`config.mk`:
```
export PLATFORM = sky130hd
export DESIGN_NAME = gt_pattern_sequencer
export DESIGN_NICKNAME = d
export VERILOG_FILES = /design/src/rtl/gt_pattern_sequencer.sv
export SDC_FILE = /design/constraint.sdc
export NUM_CORES = 1
export LEC_CHECK = 0
export CAP_MARGIN = 10
export CORE_MARGIN = 2
export CORE_UTILIZATION = 50
export CTS_BUF_LIST = sky130_fd_sc_hd__clkbuf_4 sky130_fd_sc_hd__clkbuf_8
export DETAILED_ROUTE_END_ITERATION = 10
export GPL_TIMING_DRIVEN = 0
export PLACE_DENSITY = 0.89
export SETUP_SLACK_MARGIN = 0.05
export SLEW_MARGIN = 20
export SYNTH_ARGS = -nofsm -noshare
export SYNTH_HDL_FRONTEND = slang
export SYNTH_SLANG_ARGS = --single-unit
```
`constraint.sdc`:
```
create_clock -name gt_clk -period 3 [get_ports gt_clk]
set_input_delay 0.45 -clock gt_clk [delete_from_list [all_inputs] [get_ports gt_clk]]
set_output_delay 0.45 -clock gt_clk [all_outputs]
set_load 0.05 [all_outputs]
```
`src/rtl/gt_pattern_sequencer.sv`:
```
// Read-address sequencer for the six-bank pattern SDPRAM feeding the GT stream.
// Define GT_SEQ_GAP_EN to build the cfg_gap port and the inter-pass idle gap.
module gt_pattern_sequencer #(
  parameter int ADDR_W = 8,
  parameter int LOOP_W = 16,
  parameter int RD_LAT = 1
) (
  input  logic              gt_clk,
  input  logic              gt_rstb,
  input  logic              start,
  input  logic              stop,
  input  logic              abort,
  input  logic [ADDR_W-1:0] cfg_last,
  input  logic [LOOP_W-1:0] cfg_loops,
`ifdef GT_SEQ_GAP_EN
  input  logic [7:0]        cfg_gap,
`endif
  output logic [ADDR_W-1:0] rd_addr,
  output logic              rd_en,
  output logic              data_valid,
  output logic              sof,
  output logic              eof,
  output logic              busy,
  output logic              done,
  output logic [LOOP_W-1:0] pass_cnt
);

  typedef enum logic [1:0] {
    ST_IDLE   = 2'd0,
    ST_RUN    = 2'd1,
`ifdef GT_SEQ_GAP_EN
    ST_GAP    = 2'd3,
`endif
    ST_FINISH = 2'd2
  } state_t;

  localparam logic [ADDR_W-1:0] ADDR_ZERO = {ADDR_W{1'b0}};
  localparam logic [ADDR_W-1:0] ADDR_ONE  = {{(ADDR_W-1){1'b0}}, 1'b1};
  localparam logic [LOOP_W-1:0] LOOP_ZERO = {LOOP_W{1'b0}};
  localparam logic [LOOP_W-1:0] LOOP_ONE  = {{(LOOP_W-1){1'b0}}, 1'b1};
  localparam logic [LOOP_W:0]   LOOP_ONE_X = {{LOOP_W{1'b0}}, 1'b1};

  state_t            state_r;
  logic [ADDR_W-1:0] last_r;
  logic [LOOP_W-1:0] loops_r;
  logic              stop_pend_r;
  logic [RD_LAT-1:0] vld_pipe_r;
  logic [RD_LAT-1:0] sof_pipe_r;
  logic [RD_LAT-1:0] eof_pipe_r;
`ifdef GT_SEQ_GAP_EN
  logic [7:0]        gap_r;
  logic [7:0]        gap_cnt_r;
`endif

  logic              at_last_s;
  logic              stop_now_s;
  logic              final_pass_s;
  logic              pass_sat_s;
  logic              drained_s;
  logic [LOOP_W:0]   pass_inc_s;

  // A stop arriving on the last word of a pass still ends playback at that word.
  assign at_last_s    = (rd_addr == last_r);
  assign stop_now_s   = stop_pend_r | stop;
  assign pass_inc_s   = {1'b0, pass_cnt} + LOOP_ONE_X;
  assign final_pass_s = (loops_r != LOOP_ZERO) && (pass_inc_s == {1'b0, loops_r});
  assign pass_sat_s   = &pass_cnt;
  assign drained_s    = (vld_pipe_r == {RD_LAT{1'b0}});

  assign data_valid = vld_pipe_r[RD_LAT-1];
  assign sof        = sof_pipe_r[RD_LAT-1];
  assign eof        = eof_pipe_r[RD_LAT-1];

  // Playback state machine with registered read-port and status outputs.
  always_ff @(posedge gt_clk or negedge gt_rstb) begin
    if (!gt_rstb) begin
      state_r     <= ST_IDLE;
      rd_addr     <= ADDR_ZERO;
      rd_en       <= 1'b0;
      busy        <= 1'b0;
      done        <= 1'b0;
      pass_cnt    <= LOOP_ZERO;
      last_r      <= ADDR_ZERO;
      loops_r     <= LOOP_ZERO;
      stop_pend_r <= 1'b0;
`ifdef GT_SEQ_GAP_EN
      gap_r       <= 8'd0;
      gap_cnt_r   <= 8'd0;
`endif
    end else begin
      done <= 1'b0;
      case (state_r)
        ST_IDLE: begin
          rd_en       <= 1'b0;
          busy        <= 1'b0;
          stop_pend_r <= 1'b0;
          if (start && !stop && !abort) begin
            state_r  <= ST_RUN;
            rd_addr  <= ADDR_ZERO;
            rd_en    <= 1'b1;
            busy     <= 1'b1;
            pass_cnt <= LOOP_ZERO;
            last_r   <= cfg_last;
            loops_r  <= cfg_loops;
`ifdef GT_SEQ_GAP_EN
            gap_r    <= cfg_gap;
`endif
          end
        end
        ST_RUN: begin
          if (stop) begin
            stop_pend_r <= 1'b1;
          end
          if (abort) begin
            state_r <= ST_FINISH;
            rd_en   <= 1'b0;
          end else if (at_last_s) begin
            if (!pass_sat_s) begin
              pass_cnt <= pass_cnt + LOOP_ONE;
            end
            if (stop_now_s || final_pass_s) begin
              state_r <= ST_FINISH;
              rd_en   <= 1'b0;
`ifdef GT_SEQ_GAP_EN
            end else if (gap_r != 8'd0) begin
              state_r   <= ST_GAP;
              rd_en     <= 1'b0;
              gap_cnt_r <= gap_r;
`endif
            end else begin
              rd_addr <= ADDR_ZERO;
            end
          end else begin
            rd_addr <= rd_addr + ADDR_ONE;
          end
        end
`ifdef GT_SEQ_GAP_EN
        ST_GAP: begin
          rd_en <= 1'b0;
          if (stop) begin
            stop_pend_r <= 1'b1;
          end
          if (abort) begin
            state_r <= ST_FINISH;
          end else if (gap_cnt_r == 8'd1) begin
            if (stop_now_s) begin
              state_r <= ST_FINISH;
            end else begin
              state_r <= ST_RUN;
              rd_addr <= ADDR_ZERO;
              rd_en   <= 1'b1;
            end
          end else begin
            gap_cnt_r <= gap_cnt_r - 8'd1;
          end
        end
`endif
        ST_FINISH: begin
          rd_en <= 1'b0;
          if (done) begin
            state_r     <= ST_IDLE;
            busy        <= 1'b0;
            stop_pend_r <= 1'b0;
          end else if (drained_s) begin
            done <= 1'b1;
          end
        end
        default: begin
          state_r <= ST_IDLE;
          rd_en   <= 1'b0;
          busy    <= 1'b0;
        end
      endcase
    end
  end

  // Read-latency delay line aligning valid/sof/eof with RAM doutb.
  always_ff @(posedge gt_clk or negedge gt_rstb) begin
    if (!gt_rstb) begin
      vld_pipe_r <= {RD_LAT{1'b0}};
      sof_pipe_r <= {RD_LAT{1'b0}};
      eof_pipe_r <= {RD_LAT{1'b0}};
    end else begin
      vld_pipe_r[0] <= rd_en;
      sof_pipe_r[0] <= rd_en && (rd_addr == ADDR_ZERO);
      eof_pipe_r[0] <= rd_en && at_last_s;
      for (int i = 1; i < RD_LAT; i++) begin
        vld_pipe_r[i] <= vld_pipe_r[i-1];
        sof_pipe_r[i] <= sof_pipe_r[i-1];
        eof_pipe_r[i] <= eof_pipe_r[i-1];
      end
    end
  end

endmodule

```
==> flow_metrics.env <==
export IMPL_crit_chain="nand4_4 -> or3_2 -> o211ai_2 -> and2_0 -> buf_2 -> o21ai_0 -> o31ai_1"
export IMPL_finalSetupTns_ns=0
export IMPL_syn_inst=357
export IMPL_placed_cell_area_um2=3940
export IMPL_drt_total_wl_um=8250
export IMPL_crit_type="reg2reg"
export IMPL_synth_net_count=389
export IMPL_antenna_found_initial=0
export IMPL_area_delta_synth_final_pct=27.1
export IMPL_clkPwrFrac_pct=30.6
export IMPL_drc=0
export IMPL_comb_power_share_pct=25.7
export IMPL_synth_warnings=0
export IMPL_die_w_um=84.8
export IMPL_ys_top_cells_by_count="91 x nand2_1, 57 x dfrtp_1, 23 x o21ai_0, 22 x xnor2_1, 17 x a21oi_1"
export IMPL_power_switching_w=0.000802
export IMPL_netlist_cell_type_count=58
export IMPL_htree_levels=3
export IMPL_ant_nets=0
export IMPL_yosysTopAreaCellShare_pct=43.7
export IMPL_drtPass1Iterations=5
export IMPL_synthArstFlopShare_pct=100
export IMPL_ys_flop_type="dfrtp_1"
export IMPL_via_per_inst=5.80
export IMPL_preCtsSetupSlack_ns=0.248
export IMPL_fin_crit_sh_pct=92.7
export IMPL_insertion_delay_ns=0.34
export IMPL_cp_required_ns=3.24
export IMPL_initial_core_util_pct=51.6
export IMPL_first_iter_violations=313
export IMPL_vias=2943
export IMPL_coreArea_um2=6310
export IMPL_fin_util_pct=65.7
export IMPL_ctsLongestPathBuffers=2
export IMPL_port_buffers=58
export IMPL_vdd_drop_max_mv=0.336
export IMPL_slowest_delay_ns=0.54
export IMPL_maxSlewViolCount=0
export IMPL_synth_area_per_cell_um2=9.13
export IMPL_critical_path_buf_inv_count=1
export IMPL_min_period_ns=2.78
export IMPL_arrival_ns=3.02
export IMPL_wl_per_cell_um=16.3
export IMPL_path_delay_family="simple AND/OR/NAND/NOR gates"
export IMPL_postLayoutCellArea_um2=4150
export IMPL_power_density_nw_per_um2=581
export IMPL_grt_overflow=0
export IMPL_die_h_um=84.8
export IMPL_reg2reg_from="pass_cnt[8]"
export IMPL_yosysMostFrequentCell="nand2_1"
export IMPL_yosysTopAreaCell="dfrtp_1"
export IMPL_tightest_slew_ns=0.726
export IMPL_clk_pin_slew_worst_paths_ns=0.07
export IMPL_grt_use_total_pct=23.8
export IMPL_yosys_top_cells_area="dfrtp_1 44%, nand2_1 10%, xnor2_1 5.9%"
export IMPL_setup_viol=0
export IMPL_synth_seq_area_share_pct=43.7
export IMPL_finalClockSkew_ns=0.00453
export IMPL_crit_path_end_kind="flip-flop"
export IMPL_rows=29
export IMPL_holdWs_ns=0.165
export IMPL_seq_power_share_pct=43.7
export IMPL_cts_tree="done"
export IMPL_rsz0062_at_grt="no"
export IMPL_gp_congestion=0.923
export IMPL_p_int_w=0.00161
export IMPL_clock_sinks=57
export IMPL_timing_rr_end="pass_cnt[6]"
export IMPL_die_area_um2=7180
export IMPL_antenna_cells=0
export IMPL_r2r_slack_ns=0.22
export IMPL_nets=458
export IMPL_relSlewSlack_pct=51.6
export IMPL_grt_pass1_wl_um=13500
export IMPL_fin_ws_ns=0.220
export IMPL_grt_max_degree=58
export IMPL_io_pins=59
export IMPL_crit_fanout=10
export IMPL_post_dp_hpwl_um=5770
export IMPL_grt_pass1_vias=2862
export IMPL_syn_cell_area_um2=3260
export IMPL_fmax_mhz=360
export IMPL_swShare_pct=33.3
export IMPL_synth_edf_count=0
export IMPL_outcome="finished, final reports clean"
export IMPL_slowest_stage="dfrtp_1"
export IMPL_cts_root_buf="clkbuf_8"
export IMPL_drv_cap=0
export IMPL_total_leakage_power_nw=1.82
export IMPL_hold_viol_final=0
export IMPL_drive_gt1_share_pct=10.7
export IMPL_synth_seq_cells=57
export IMPL_worstRegToRegCells=7
export IMPL_cts_buffers_inserted=9
export IMPL_hold_class="in2async"
export IMPL_critPathLaunchType="flip-flop"
cell usage in the layout (no fill, tap or decap), types with 6 or more instances in the layout:
cell type / count
dfrtp_1: 57
a21oi_1: 17
nand2_1: 91
o31ai_1: 9
clkbuf_8: 14
o311a_1: 6
nor2_1: 13
clkbuf_1: 9
o21ai_0: 23
xnor2_1: 22
nor4_1: 6
clkdlybuf4s50_1: 57
xor2_1: 9
sequential cells by signal, indices dropped and copies added (netlist names), 2 cells and up:
signal / flops
loops_r: 16
pass_cnt: 16
last_r: 8
rd_addr: 8
state_r: 2
metrics by stage:
stage                     cells  total power (W)
final                       507          0.00241
after global routing        507          0.00253
after CTS                   507          0.00240
after detailed placement    492          0.00168
after global placement      492          0.00164
after floorplan             357          0.00146
worst max-delay path by stage:
stage / start / end / slack, ns / cells past startpoint
floorplan: pass_cnt[0] / rd_en / 0.22 / 8
global placement: gt_rstb / sof / -0.17 / 1
detailed placement: pass_cnt[0] / rd_addr[1] / 0.25 / 8
CTS: pass_cnt[0] / rd_addr[1] / 0.24 / 8
global route: pass_cnt[0] / rd_addr[1] / 0.05 / 8
finish: pass_cnt[8] / pass_cnt[6] / 0.22 / 7
per-layer routing:
metal	GRT usage (%)	wire [um]
met5	0	0
met3	5.01	537
met1	32.6	3640
met4	10.2	161
met2	36.8	3910
power groups by stage:
stage | Combinational (W) | Clock (W) | Sequential, W
final | 0.000619 | 0.000738 | 0.00105
after global placement | 0.000592 | 0 | 0.00105
after CTS | 0.000620 | 0.000734 | 0.00105
after floorplan | 0.000389 | 0 | 0.00107
after global routing | 0.000689 | 0.000774 | 0.00107
after detailed placement | 0.000614 | 0 | 0.00106
kinds of logic (layout without fill, tap and decap cells):
family                     Yosys count  in the layout  share of synthesized area (%)
AOI/OAI and AO/OA                   72             72                           14.4
xor gates and xnor gates            32             32                           9.02
adders and majority gates            3              3                           1.15
buffers and inverters               24             97                           4.30
DFF                                 57             57                           43.7
and+or+nand+nor                    169            169                           27.4
what timing repair did:
action,in CTS,in global routing
endpoints found under the setup margin,0,9
hold buffers,0,0
setup buffers,0,0
gates resized for setup,0,2
area by class of cell:
| class | count | area [um^2] |
|---|---|---|
| Timing Repair Buffer | 58 | 578 |
| Tap cell | 77 | 96.3 |
| Fill cell | 505 | 2170 |
| Sequential cell | 57 | 1430 |
| Clock inverter | 3 | 40.0 |
| Clock buffer | 12 | 159 |
| Buffer | 19 | 121 |
| Inverter | 5 | 18.8 |
| Multi-Input combinational cell | 276 | 1710 |
Power figures use the tool's default switching activity.
